$ cat src/rtl/traffic_sensor_conditioner_pkg.sv
// Shared light package slice for the traffic sensor conditioner.
// Provides the light colour type and the default tuning constants.
// Optional feature macro used by this block: SENSOR_STUCK_DET_EN.
package traffic_sensor_conditioner_pkg;

  typedef enum logic [1:0] {
    red    = 2'd0,
    yellow = 2'd1,
    green  = 2'd2
  } colors;

  localparam int DEB_CYC_DFLT    = 3;
  localparam int DEPART_CYC_DFLT = 2;
  localparam int QMAX_DFLT       = 15;
  localparam int STUCK_CYC_DFLT  = 64;
  localparam int CW_DFLT         = $clog2(QMAX_DFLT + 1);

endpackage

$ cat src/rtl/traffic_sensor_conditioner_if.sv
// Sensor bus between the loop detectors / light controller and the conditioner.
// The slave side is the conditioner; the master side is the controller/environment.
interface traffic_sensor_conditioner_if
  import traffic_sensor_conditioner_pkg::*;
#(
  parameter int CW = CW_DFLT
);
  logic          ew_str_raw;
  logic          ew_left_raw;
  logic          ns_raw;
  colors         ew_str_light;
  colors         ew_left_light;
  colors         ns_light;
  logic          ew_str_sensor;
  logic          ew_left_sensor;
  logic          ns_sensor;
  logic [CW-1:0] ew_str_count;
  logic [CW-1:0] ew_left_count;
  logic [CW-1:0] ns_count;
  logic [2:0]    stuck;

  modport slave (
    input  ew_str_raw, ew_left_raw, ns_raw,
    input  ew_str_light, ew_left_light, ns_light,
    output ew_str_sensor, ew_left_sensor, ns_sensor,
    output ew_str_count, ew_left_count, ns_count,
    output stuck
  );

  modport master (
    output ew_str_raw, ew_left_raw, ns_raw,
    output ew_str_light, ew_left_light, ns_light,
    input  ew_str_sensor, ew_left_sensor, ns_sensor,
    input  ew_str_count, ew_left_count, ns_count,
    input  stuck
  );

endinterface

$ cat src/rtl/traffic_sensor_conditioner_lane_sensor_filter.sv
// One lane of the sensor conditioner: debounce, arrival edge detect,
// vehicle queue with green-light departures, and (with SENSOR_STUCK_DET_EN)
// a sticky stuck-detector that forces the sensor high.
module lane_sensor_filter
  import traffic_sensor_conditioner_pkg::*;
#(
  parameter int DEB_CYC    = DEB_CYC_DFLT,
  parameter int DEPART_CYC = DEPART_CYC_DFLT,
`ifdef SENSOR_STUCK_DET_EN
  parameter int STUCK_CYC  = STUCK_CYC_DFLT,
`endif
  parameter int QMAX       = QMAX_DFLT,
  parameter int CW         = $clog2(QMAX + 1)
) (
  input  logic          clk,
  input  logic          reset,
  input  logic          raw_i,
  input  colors         light_i,
  output logic          sensor_o,
  output logic [CW-1:0] count_o,
  output logic          stuck_o
);

  localparam int DW = $clog2(DEB_CYC + 1);
  localparam int TW = $clog2(DEPART_CYC + 1);
  localparam logic [DW-1:0] DEB_LAST  = DW'(DEB_CYC - 1);
  localparam logic [TW-1:0] DEP_LAST  = TW'(DEPART_CYC - 1);
  localparam logic [CW-1:0] QMAX_C    = CW'(QMAX);

  logic          deb_state_q, deb_state_d;
  logic          deb_prev_q;
  logic [DW-1:0] deb_cnt_q, deb_cnt_d;
  logic [TW-1:0] dep_tmr_q, dep_tmr_d;
  logic [CW-1:0] q_q, q_d;
  logic          sensor_q, sensor_d;
  logic          stuck_d;
  logic          arrival_s;
  logic          depart_s;

  // Debounce, departure timer and queue next-state.
  always_comb begin
    deb_state_d = deb_state_q;
    deb_cnt_d   = '0;
    if (raw_i != deb_state_q) begin
      if (deb_cnt_q == DEB_LAST) begin
        deb_state_d = ~deb_state_q;
        deb_cnt_d   = '0;
      end else begin
        deb_cnt_d = deb_cnt_q + {{(DW-1){1'b0}}, 1'b1};
      end
    end else begin
      deb_cnt_d = '0;
    end

    // Arrival is the rising edge of the debounced level, one edge after it rises.
    arrival_s = deb_state_q & ~deb_prev_q;

    depart_s  = 1'b0;
    dep_tmr_d = '0;
    if ((light_i == green) && (q_q != '0)) begin
      if (dep_tmr_q == DEP_LAST) begin
        depart_s  = 1'b1;
        dep_tmr_d = '0;
      end else begin
        dep_tmr_d = dep_tmr_q + {{(TW-1){1'b0}}, 1'b1};
      end
    end else begin
      dep_tmr_d = '0;
    end

    // Simultaneous arrival and departure cancel; arrivals at QMAX are dropped.
    q_d = q_q;
    if (arrival_s && !depart_s) begin
      if (q_q != QMAX_C) begin
        q_d = q_q + {{(CW-1){1'b0}}, 1'b1};
      end else begin
        q_d = q_q;
      end
    end else if (depart_s && !arrival_s) begin
      q_d = q_q - {{(CW-1){1'b0}}, 1'b1};
    end else begin
      q_d = q_q;
    end

    // Sensor is registered from q_d so it tracks q with no extra latency.
    sensor_d = (q_d != '0) | stuck_d;
  end

  // Main lane state registers.
  always_ff @(posedge clk) begin
    if (reset) begin
      deb_state_q <= 1'b0;
      deb_prev_q  <= 1'b0;
      deb_cnt_q   <= '0;
      dep_tmr_q   <= '0;
      q_q         <= '0;
      sensor_q    <= 1'b0;
    end else begin
      deb_state_q <= deb_state_d;
      deb_prev_q  <= deb_state_q;
      deb_cnt_q   <= deb_cnt_d;
      dep_tmr_q   <= dep_tmr_d;
      q_q         <= q_d;
      sensor_q    <= sensor_d;
    end
  end

`ifdef SENSOR_STUCK_DET_EN
  localparam int SW = $clog2(STUCK_CYC + 1);
  localparam logic [SW-1:0] STUCK_LAST = SW'(STUCK_CYC - 1);

  logic [SW-1:0] stuck_cnt_q, stuck_cnt_d;
  logic          stuck_q;

  // Count consecutive raw-high cycles; the stuck flag is sticky until reset.
  always_comb begin
    stuck_cnt_d = '0;
    stuck_d     = stuck_q;
    if (raw_i) begin
      if (stuck_cnt_q == STUCK_LAST) begin
        stuck_d     = 1'b1;
        stuck_cnt_d = stuck_cnt_q;
      end else begin
        stuck_cnt_d = stuck_cnt_q + {{(SW-1){1'b0}}, 1'b1};
      end
    end else begin
      stuck_cnt_d = '0;
    end
  end

  // Stuck detector registers.
  always_ff @(posedge clk) begin
    if (reset) begin
      stuck_cnt_q <= '0;
      stuck_q     <= 1'b0;
    end else begin
      stuck_cnt_q <= stuck_cnt_d;
      stuck_q     <= stuck_d;
    end
  end

  assign stuck_o = stuck_q;
`else
  assign stuck_d = 1'b0;
  assign stuck_o = 1'b0;
`endif

  assign sensor_o = sensor_q;
  assign count_o  = q_q;

endmodule

$ cat src/rtl/traffic_sensor_conditioner.sv
// Traffic sensor conditioner top: three lane filters, each fed by its own
// raw detector and its own light. Stuck bits are packed {ns, ew_left, ew_str}.
// Optional feature macro: SENSOR_STUCK_DET_EN (stuck-detector fail-safe).
module traffic_sensor_conditioner
  import traffic_sensor_conditioner_pkg::*;
#(
  parameter int DEB_CYC    = DEB_CYC_DFLT,
  parameter int DEPART_CYC = DEPART_CYC_DFLT,
`ifdef SENSOR_STUCK_DET_EN
  parameter int STUCK_CYC  = STUCK_CYC_DFLT,
`endif
  parameter int QMAX       = QMAX_DFLT
) (
  input  logic                         clk,
  input  logic                         reset,
  traffic_sensor_conditioner_if.slave  bus_if
);

  localparam int CW = $clog2(QMAX + 1);

  logic [2:0] stuck_s;

  lane_sensor_filter #(
    .DEB_CYC    (DEB_CYC),
    .DEPART_CYC (DEPART_CYC),
`ifdef SENSOR_STUCK_DET_EN
    .STUCK_CYC  (STUCK_CYC),
`endif
    .QMAX       (QMAX),
    .CW         (CW)
  ) u_ew_str (
    .clk      (clk),
    .reset    (reset),
    .raw_i    (bus_if.ew_str_raw),
    .light_i  (bus_if.ew_str_light),
    .sensor_o (bus_if.ew_str_sensor),
    .count_o  (bus_if.ew_str_count),
    .stuck_o  (stuck_s[0])
  );

  lane_sensor_filter #(
    .DEB_CYC    (DEB_CYC),
    .DEPART_CYC (DEPART_CYC),
`ifdef SENSOR_STUCK_DET_EN
    .STUCK_CYC  (STUCK_CYC),
`endif
    .QMAX       (QMAX),
    .CW         (CW)
  ) u_ew_left (
    .clk      (clk),
    .reset    (reset),
    .raw_i    (bus_if.ew_left_raw),
    .light_i  (bus_if.ew_left_light),
    .sensor_o (bus_if.ew_left_sensor),
    .count_o  (bus_if.ew_left_count),
    .stuck_o  (stuck_s[1])
  );

  lane_sensor_filter #(
    .DEB_CYC    (DEB_CYC),
    .DEPART_CYC (DEPART_CYC),
`ifdef SENSOR_STUCK_DET_EN
    .STUCK_CYC  (STUCK_CYC),
`endif
    .QMAX       (QMAX),
    .CW         (CW)
  ) u_ns (
    .clk      (clk),
    .reset    (reset),
    .raw_i    (bus_if.ns_raw),
    .light_i  (bus_if.ns_light),
    .sensor_o (bus_if.ns_sensor),
    .count_o  (bus_if.ns_count),
    .stuck_o  (stuck_s[2])
  );

  assign bus_if.stuck = stuck_s;

endmodule

$ cat src/flat_wrapper.sv
// flat-port wrapper written by rule: the top's interface ports become plain ports
module traffic_sensor_conditioner_flat import traffic_sensor_conditioner_pkg::*;
#(
  parameter int DEB_CYC    = DEB_CYC_DFLT,
  parameter int DEPART_CYC = DEPART_CYC_DFLT,

  parameter int QMAX       = QMAX_DFLT
)
  (clk, reset, bus_if_ew_str_raw, bus_if_ew_left_raw, bus_if_ns_raw, bus_if_ew_str_light, bus_if_ew_left_light, bus_if_ns_light, bus_if_ew_str_sensor, bus_if_ew_left_sensor, bus_if_ns_sensor, bus_if_ew_str_count, bus_if_ew_left_count, bus_if_ns_count, bus_if_stuck);
  traffic_sensor_conditioner_if #(.CW(CW_DFLT)) bus_if_i ();
  input  logic clk;
  input  logic reset;
  input wire logic [$bits(bus_if_i.ew_str_raw)-1:0] bus_if_ew_str_raw;
  input wire logic [$bits(bus_if_i.ew_left_raw)-1:0] bus_if_ew_left_raw;
  input wire logic [$bits(bus_if_i.ns_raw)-1:0] bus_if_ns_raw;
  input wire logic [$bits(bus_if_i.ew_str_light)-1:0] bus_if_ew_str_light;
  input wire logic [$bits(bus_if_i.ew_left_light)-1:0] bus_if_ew_left_light;
  input wire logic [$bits(bus_if_i.ns_light)-1:0] bus_if_ns_light;
  output wire logic [$bits(bus_if_i.ew_str_sensor)-1:0] bus_if_ew_str_sensor;
  output wire logic [$bits(bus_if_i.ew_left_sensor)-1:0] bus_if_ew_left_sensor;
  output wire logic [$bits(bus_if_i.ns_sensor)-1:0] bus_if_ns_sensor;
  output wire logic [$bits(bus_if_i.ew_str_count)-1:0] bus_if_ew_str_count;
  output wire logic [$bits(bus_if_i.ew_left_count)-1:0] bus_if_ew_left_count;
  output wire logic [$bits(bus_if_i.ns_count)-1:0] bus_if_ns_count;
  output wire logic [$bits(bus_if_i.stuck)-1:0] bus_if_stuck;
  assign bus_if_i.ew_str_raw = bus_if_ew_str_raw;
  assign bus_if_i.ew_left_raw = bus_if_ew_left_raw;
  assign bus_if_i.ns_raw = bus_if_ns_raw;
  assign bus_if_i.ew_str_light = bus_if_ew_str_light;
  assign bus_if_i.ew_left_light = bus_if_ew_left_light;
  assign bus_if_i.ns_light = bus_if_ns_light;
  assign bus_if_ew_str_sensor = bus_if_i.ew_str_sensor;
  assign bus_if_ew_left_sensor = bus_if_i.ew_left_sensor;
  assign bus_if_ns_sensor = bus_if_i.ns_sensor;
  assign bus_if_ew_str_count = bus_if_i.ew_str_count;
  assign bus_if_ew_left_count = bus_if_i.ew_left_count;
  assign bus_if_ns_count = bus_if_i.ns_count;
  assign bus_if_stuck = bus_if_i.stuck;
  traffic_sensor_conditioner #(.DEB_CYC(DEB_CYC), .DEPART_CYC(DEPART_CYC), .QMAX(QMAX)) u_core (.clk(clk), .reset(reset), .bus_if(bus_if_i));
endmodule
$ cat config.mk
export PLATFORM = sky130hd
export DESIGN_NAME = traffic_sensor_conditioner_flat
export DESIGN_NICKNAME = d
export VERILOG_FILES = /design/src/rtl/traffic_sensor_conditioner_pkg.sv /design/src/rtl/traffic_sensor_conditioner_if.sv /design/src/rtl/traffic_sensor_conditioner_lane_sensor_filter.sv /design/src/rtl/traffic_sensor_conditioner.sv /design/src/flat_wrapper.sv
export SDC_FILE = /design/constraint.sdc
export NUM_CORES = 1
export LEC_CHECK = 0
export CORE_UTILIZATION = 45
export CTS_BUF_LIST = sky130_fd_sc_hd__clkbuf_4
export DETAILED_ROUTE_END_ITERATION = 7
export PLACE_DENSITY = 0.77
export SLEW_MARGIN = 20
export SYNTH_ARGS = -nofsm -noshare
export SYNTH_HDL_FRONTEND = slang
export SYNTH_HIERARCHICAL = 1
export SYNTH_SLANG_ARGS = --single-unit
export TNS_END_PERCENT = 5
$ cat constraint.sdc
create_clock -name clk -period 1.9 [get_ports clk]
set_input_delay 0.38 -clock clk [delete_from_list [all_inputs] [get_ports clk]]
set_output_delay 0.38 -clock clk [all_outputs]
set_load 0.05 [all_outputs]
Word level (Yosys, flattened, before mapping)
Index checks and enable logic that the tools add are counted.
- output and inout bits: 18
- register bits after elaboration: 33
- word-level logic and storage cells: 105
- bitwise operators: 15
- mux-type cells: 15
- equality and inequality tests: 15
- add/sub/neg operators: 12
- reductions and logical operators: 30
- operators by type and width (kind ; number):
    4-bit two-way mux ; 9
    4-bit nonzero test ; 6
    3-bit OR reduction ; 6
    2-bit by 1-bit adder with 2-bit output, second input constant ; 6
    4-bit by 1-bit adder with 4-bit output, second input constant ; 3
    2-bit equality test, second input constant ; 6
    4-bit inequality test, second input constant ; 3
    1-bit inverter ; 12
    4-bit by 1-bit subtractor with 4-bit output, second input constant ; 3
    1-bit logical AND ; 9
    2-bit by 1-bit equality test with 1-bit output, second input constant ; 3
    1-bit logical NOT ; 6
    1-bit two-way mux ; 6
    2-bit AND reduction ; 3
    1-bit AND ; 3
    1-bit inequality test ; 3

Logic depth before layout (Yosys ltp)
Gate-level depths: netlist of the first run.
- depth after elaboration: 7
- mapped depth: 7
- depth with buffers taken out: 7

By module
Netlist of the first run, hierarchy kept.
- by module, submodules not included (module ; seq. area each (um2) ; area each (um2) ; instances ; cells an instance):
    lane_sensor_filter ; 220.2 ; 619.3 ; 3 ; 65

Worst setup path after synthesis of the first run
No wires, ideal clock.
- path type: reg-to-reg
- start: reg u_core.u_ew_left.q_q[0], in the netlist u_core/u_ew_left/count_o[0]
- end: reg u_core.u_ew_left.sensor_q, in the netlist u_core/u_ew_left/sensor_o
- slack: -0.330 ns
- path buffers: 0
- cell stages (with the launch flop): 8
- data arrival time: 2.092 ns
- path through: dfxtp_1 -> inv_1 -> ha_1 -> nor3b_2 -> or2_1 -> or3_1 -> o311ai_4 -> a41oi_2
- cells in the longest elaborated chain, start to end: 7
- RTL lines (element ; line ; RTL):
    from (decl) ; traffic_sensor_conditioner_lane_sensor_filter.sv:34 ; logic [CW-1:0] q_q, q_d;
    from (signal assigned) ; traffic_sensor_conditioner_lane_sensor_filter.sv:103 ; q_q <= q_d;
    branches (longest 5 deep; another with 4-bit by 1-bit subtractor with 4-bit output) ; n/a ;
    4-bit two-way mux * ; traffic_sensor_conditioner_lane_sensor_filter.sv:73 ; if (arrival_s && !depart_s) begin
    4-bit nonzero test * ; traffic_sensor_conditioner_lane_sensor_filter.sv:86 ; sensor_d = (q_d != '0) | stuck_d;
    to (signal assigned) ; traffic_sensor_conditioner_lane_sensor_filter.sv:104 ; sensor_q <= sensor_d;
    to (decl) ; traffic_sensor_conditioner_lane_sensor_filter.sv:35 ; logic sensor_q, sensor_d;
Every way passes the cells marked *.
A chain may end at the register's enable or synchronous reset.

Final worst setup path of the first run
- start: reg u_core.u_ns.q_q[1], in the netlist u_core/u_ns/count_o[1]
- end: reg u_core.u_ns.sensor_q, in the netlist u_core/u_ns/sensor_o
- cells in the longest elaborated chain, start to end: 7
- RTL lines (element ; line):
    from (decl) ; traffic_sensor_conditioner_lane_sensor_filter.sv:34
    from (signal assigned) ; traffic_sensor_conditioner_lane_sensor_filter.sv:103
    branches (longest 5 deep; another with 4-bit by 1-bit subtractor with 4-bit output) ; n/a
    4-bit two-way mux * ; traffic_sensor_conditioner_lane_sensor_filter.sv:73
    4-bit nonzero test * ; traffic_sensor_conditioner_lane_sensor_filter.sv:86
    to (signal assigned) ; traffic_sensor_conditioner_lane_sensor_filter.sv:104
    to (decl) ; traffic_sensor_conditioner_lane_sensor_filter.sv:35
Marked as above.

==> results.toml, run 1 <==
[clock_tree]
cts_sinks = 33
clockBufferDepth = 2
cts_tree = "done"
insertion_delay_ps = 330
cts.clk_slew.worst_paths_ps = 90
htree_levels = 2
cts_made_buffers = 5
cts_root_buf = "clkbuf_4"

[synth]
syn-instance-count = 195
synthTopCellsByArea = "dfxtp_1 36%, ha_1 8.1%, nor2_1 6.7%"
syn_avg_cell_area_um2 = 9.53
synth.distinct_cells = 32
ys_top_cells_by_count = "33 x dfxtp_1, 33 x nor2_1, 21 x inv_1"
synthArstFlopShare_pct = 0
synth_seq_area_share_pct = 35.6
synth_flop_cell = "dfxtp_1"
synth.net_count = 218
syn_area_mm2 = 0.00186
yosys_warnings = 6
synth_edf_count = 0
yosysTopAreaCell = "dfxtp_1"
synth_top_area_share_pct = 35.6
ys_seq_elements = 33

[power]
peakVddDrop_mv = 0.502
power.density_mw_per_mm2 = 518
pwr-share-seq_pct = 57.4
clkPwrFrac_pct = 31.2
power.total_mw = 1.24
swShare_pct = 24.3
combPwrFrac_pct = 11.5
p_int_mw = 0.935
p_leak_nw = 0.980
power_switching_mw = 0.300

[timing]
slew_headroom_pct = 66.2
drv_slew = 0
hold_ws_ps = 416
worst_pin_slew_ps = 506
finalHoldViolCount = 0
setup_viol = 0
finalWorstSetupSlack_ps = 1.27
finalClockSkew_ps = 10.0
period_needed_ps = 1900
rsz0062_at_grt = "true"
setup_tns_ps = 0
fin_crit_sh_pct = 99.9
max_freq_mhz = 527

[floorplanning]
core-area_mm2 = 0.00380
placementRows = 22
chipHeight_um = 66.3
start_util_pct = 48.9
die_area_mm2 = 0.00439
ios = 29
die_w_um = 66.3

[final_layout]
final_layout_size_suffix_gt1_share_pct = 26.0
fin_nets = 257
antenna_cells = 0
syn_to_final_growth_pct = 28.3
final_cells = 283

[critical_path]
start_kind = "flop"
crit_path_max_fanout = 4
critical_path_class = "reg -> reg"
cp.arrival_ps = 2100
critPathRequiredTime_ps = 2100
end_kind = "flop"

[global_route]
use_met2_pct = 25.1
grt_first_pass_wirelength_um = 5520
antenna_found_initial = 0
grt_usage_pct = 16.5
grt_pass1_vias = 1237
use_met1_pct = 22.1
overflow = 0
grtUsageMet3_pct = 4.66
grt-busiest-layer = "met2"
grt_max_degree = 11

[placed_design]
pre_cts_ws_ps = -178
gp_congestion = 0.838
port_buffers = 25
dpl.cell_count = 272
dp.final_hpwl_um = 2550

[drt]
finalWirelength_um = 3540
wl_per_cell_um = 12.5
vias = 1474
routed_via_density = 5.21
drt-pass1-iter-count = 4
antenna_left = 0
drt_iter0_drc = 45
drcViolationCount = 0

[min_path]
hold_class = "reg -> reg"

[status]
outcome = "finished clean"

[run]
cap_violations = 0
## per-stage QoR
step | area (um2) | util [%]
floorplan | 1890 | -
global placement | 2220 | 58.5
detailed placement | 2220 | 58.5
CTS | 2280 | 60.1
global route | 2380 | 62.7
finish | 2380 | 62.7
## power groups by stage
stage	combinational [mW]	sequential, mW	clock (mW)
finish	0.141	0.709	0.385
global route	0.154	0.711	0.437
CTS	0.135	0.709	0.398
detailed placement	0.134	0.725	0
global placement	0.132	0.724	0
floorplan	0.0766	0.738	0
## worst max-delay path, cell delays in order, from the launching register on
cell and delay, ps:
dfxtp_4 350, inv_1 90, ha_2 190, nor3b_4 230, nor2_1 130, o41ai_1 400, o22a_1 260, a41oi_2 120
## final timing paths
check / startpoint / to / slack [ps] / depth (start not counted)
worst min-delay path: u_core/u_ns/deb_cnt_q[0] / u_core/u_ns/deb_cnt_q[0] / 420 / 1
worst min register to register: u_core/u_ns/deb_cnt_q[0] / u_core/u_ns/deb_cnt_q[0] / 420 / 1
worst max-delay path: u_core/u_ns/count_o[1] / u_core/u_ns/sensor_o / 1 / 7
worst max register to register: u_core/u_ns/count_o[1] / u_core/u_ns/sensor_o / 1 / 7
## metal layers
metal  part of all wire, %  vias up
met1                    50      684
li1                      -      756
met4                  0.85        0
met2                    46       28
met5                     0        -
met3                   4.0        6
## sequential cells by signal (all words and copies together) (netlist names)
name,flops
u_core/u_ew_left/sensor_o,1
u_core/u_ns/dep_tmr_q,2
u_core/u_ew_str/dep_tmr_q,2
u_core/u_ew_str/deb_prev_q,1
u_core/u_ns/count_o,4
u_core/u_ns/sensor_o,1
u_core/u_ns/deb_state_q,1
u_core/u_ns/deb_prev_q,1
u_core/u_ew_left/deb_cnt_q,2
u_core/u_ew_left/deb_state_q,1
u_core/u_ew_left/dep_tmr_q,2
u_core/u_ew_str/count_o,4
u_core/u_ew_str/deb_state_q,1
u_core/u_ns/deb_cnt_q,2
u_core/u_ew_left/count_o,4
u_core/u_ew_left/deb_prev_q,1
u_core/u_ew_str/sensor_o,1
u_core/u_ew_str/deb_cnt_q,2
## area by class of cell
| cell class | instances | area, um2 |
|---|---|---|
| clock inverter | 1 | 3.75 |
| fill | 309 | 1420 |
| multi-input combinational | 132 | 1150 |
| tap | 48 | 60.1 |
| inverter | 24 | 90.1 |
| sequential | 33 | 683 |
| clock buffer | 7 | 52.6 |
| timing repair buffer | 38 | 348 |
## layout by cell type (no fill, tap or decap), types with 2 or more instances in the layout
cell,Yosys,routed
nand4_1,3,3
dlymetal6s2s_1,0,5
buf_4,3,18
nor3b_4,0,3
clkdlybuf4s50_1,0,13
dfxtp_1,33,27
o31a_1,3,3
xnor2_1,6,5
a221o_1,3,3
ha_1,12,11
a31oi_1,3,3
conb_1,3,3
or4_1,3,3
mux2i_1,6,5
o31ai_2,3,2
dfxtp_4,0,6
o311ai_4,3,3
o22a_1,3,3
clkbuf_4,0,7
nor2_1,33,33
or4b_4,3,3
nand2b_1,3,3
inv_2,3,4
and2b_1,3,3
or2b_1,3,3
o211ai_2,3,3
nor2b_1,3,3
or3_1,6,5
o41ai_2,0,2
nor4b_1,3,3
or2_1,3,2
a41oi_2,3,3
a21oi_1,3,3
nand3b_1,6,6
inv_1,21,20
## kinds of logic after synthesis
kind of cell / share of synthesized area, %
fa+ha+maj: 8.08
xor+xnor: 2.83
simple gates: 24.4
buf+inv: 6.67
compound gates: 18.6
mux: 3.23
flops: 35.6
other cells: 0.606
## what timing repair did
action	CTS	global route
pin swaps	0	5
endpoints found under the setup margin	2	11
gates resized for setup	2	17
setup buffers	0	3
hold buffers	0	0
(Power assumes the default switching activity.)
==> inputs of run 2 (changes only) <==
Settings changed: ABC_AREA set to 1, CORE_MARGIN set to 1.5, HOLD_SLACK_MARGIN set to 0.12.
==> results.toml, run 2 <==
[final_layout]
final_common_cell = "nand2_1"
syn_to_final_growth_pct = 17.4
final_layout_size_suffix_gt1_share_pct = 12.5
final_cell_mix = "51 x nand2_1, 36 x inv_1, 33 x nand3_1, 33 x nor2_1, 33 x dfxtp_1"
antenna_cells = 0
fin_nets = 318

[critical_path]
reg2reg_from = "u_core/u_ew_left/count_o[0]"
critical-path-slowest-cell = "clkdlybuf4s50_1"
start_kind = "flop"
r2r_slack_ps = 240
cpPeakStageDelay_ps = 800
r2r_end = "u_core/u_ew_left/sensor_o"
crit_chain = "clkdlybuf4s50_1"
crit_path_max_fanout = 1
worst-r2r-cell-count = 10
crit_buf_inv = 1
critPathRequiredTime_ps = 1520
critical_path_class = "reg -> out"
end_kind = "primary output"
crit_family = "buffers and inverters"
cp.arrival_ps = 1460

[synth]
synth.distinct_cells = 22
synthXorXnorAreaFrac_pct = 2.79
syn_area_mm2 = 0.00188
syn_avg_cell_area_um2 = 7.06
ys_seq_elements = 33
synth.net_count = 290
synth.area.mux_share_pct = 1.59
yosys_warnings = 6
synth_edf_count = 0
synth_top_family_by_area = "simple AND/OR/NAND/NOR gates"
synthMostInstantiatedCell = "nand2_1"
synth_compound_area_share_pct = 8.37
ys_top_cells_by_count = "51 x nand2_1, 36 x inv_1, 33 x dfxtp_1, 33 x nand3_1, 33 x nor2_1"
synth_seq_area_share_pct = 35.1
yosys.area_share.simple_pct = 34.1
synthTopCellsByArea = "dfxtp_1 35%, nand2_1 10%, nand3_1 8.8%"
synthArstFlopShare_pct = 0
yosysTopAreaCell = "dfxtp_1"
synth_top_area_share_pct = 35.1
synth_fa_ha_area_share_pct = 7.97
synth_flop_cell = "dfxtp_1"
syn-instance-count = 267

[min_path]
hold_end = "u_core/u_ew_left/deb_cnt_q[0]"
whs_path_depth = 1
hold_class = "reg -> reg"
min_from = "u_core/u_ew_left/deb_cnt_q[0]"

[clock_tree]
htree_levels = 2
cts_sinks = 33
post-cts-setup-buffers = 0
cts.clk_slew.worst_paths_ps = 110
cts_root_buf = "clkbuf_4"
cts_tree = "done"
cts_made_buffers = 5
insertion_delay_ps = 330
clockBufferDepth = 2
cts.repair.resized = 1
cts_hold_buffers = 0

[timing]
finalHoldViolCount = 0
fin_crit_sh_pct = 97.0
period_needed_ps = 1840
rsz0062_at_grt = "false"
setup_viol = 0
slew_headroom_pct = 65.8
setup_tns_ps = 0
finalClockSkew_ps = 9.82
drv_slew = 0
worst_pin_slew_ps = 511
max_freq_mhz = 542

[drt]
vias = 1685
drt-pass1-iter-count = 4
finalWirelength_um = 3450
routed_via_density = 4.87
drcViolationCount = 0
antenna_left = 0
wl_per_cell_um = 9.97
drt_iter0_drc = 127

[power]
power.density_mw_per_mm2 = 550
power.total_mw = 1.22
peakVddDrop_mv = 0.457
p_leak_nw = 1.03

[global_route]
antenna_found_initial = 0
grt_usage_pct = 16.7
grt_max_degree = 28
grt_pass1_vias = 1443
overflow = 0
grt_first_pass_wirelength_um = 5750

[floorplanning]
start_util_pct = 47.1
die_area_mm2 = 0.00458
die_w_um = 67.7
core-area_mm2 = 0.00400
ios = 29
placementRows = 23
chipHeight_um = 67.7

[placed_design]
port_buffers = 25
dp.final_hpwl_um = 2690
gp_congestion = 0.889

[run]
cap_violations = 0

[status]
outcome = "finished clean"
==> run 2: worst max path at each step <==
stage | startpoint | to | slack, ps | cells past startpoint
floorplan | u_core/u_ew_left/count_o[0] | u_core/u_ew_left/sensor_o | 60 | 10
global placement | bus_if_ns_light[1] | u_core/u_ns/sensor_o | 40 | 10
detailed placement | bus_if_ew_left_light[1] | u_core/u_ew_left/sensor_o | 40 | 10
CTS | u_core/u_ns/sensor_o | bus_if_ns_sensor | 30 | 1
global route | u_core/u_ns/sensor_o | bus_if_ns_sensor | 7 | 1
finish | u_core/u_ns/sensor_o | bus_if_ns_sensor | 60 | 1
==> run 2: kinds of logic after synthesis <==
| group | after synthesis |
|---|---|
| and+or+nand+nor | 135 |
| AOI/OAI and AO/OA | 30 |
| other | 3 |
| adders and majority gates | 12 |
| DFF | 33 |
| buffers and inverters | 45 |
| muxes | 3 |
| xor gates and xnor gates | 6 |
==> run 2: stage by stage <==
step | cell area (um2) | instances | setup slack [ps] | hold WS, ps | utilization (%)
global placement | 2160 | 338 | 44.0 | 401 | 54.1
detailed placement | 2160 | 338 | 42.4 | 403 | 54.1
global route | 2210 | 346 | 6.56 | 433 | 55.3
finish | 2210 | 346 | 56.4 | 415 | 55.3
floorplan | 1880 | 267 | 64.3 | 391 | -
CTS | 2210 | 346 | 31.0 | 419 | 55.3
==> run 2: report_power, final <==
part / internal (mW) / total (mW) / switching [mW]
sequential: 0.706 / 0.713 / 0.00763
clock: 0.134 / 0.364 / 0.230
combinational: 0.0542 / 0.140 / 0.0853
==> run 2: layer usage <==
layer	share of wire [%]	GRT usage (%)	vias up
met5	0	0	-
met4	1.6	6.89	0
met3	5.8	4.67	7
met2	47	28.6	47
met1	46	19.5	727
li1	-	-	904
==> run 2: final cells by class <==
class / count / area [um2]
Fill cell: 383 / 1790
Multi-Input combinational cell: 189 / 1040
Sequential cell: 33 / 661
Timing Repair Buffer: 27 / 249
Inverter: 39 / 146
Tap cell: 50 / 62.6
Clock buffer: 5 / 37.5
Clock inverter: 3 / 12.5
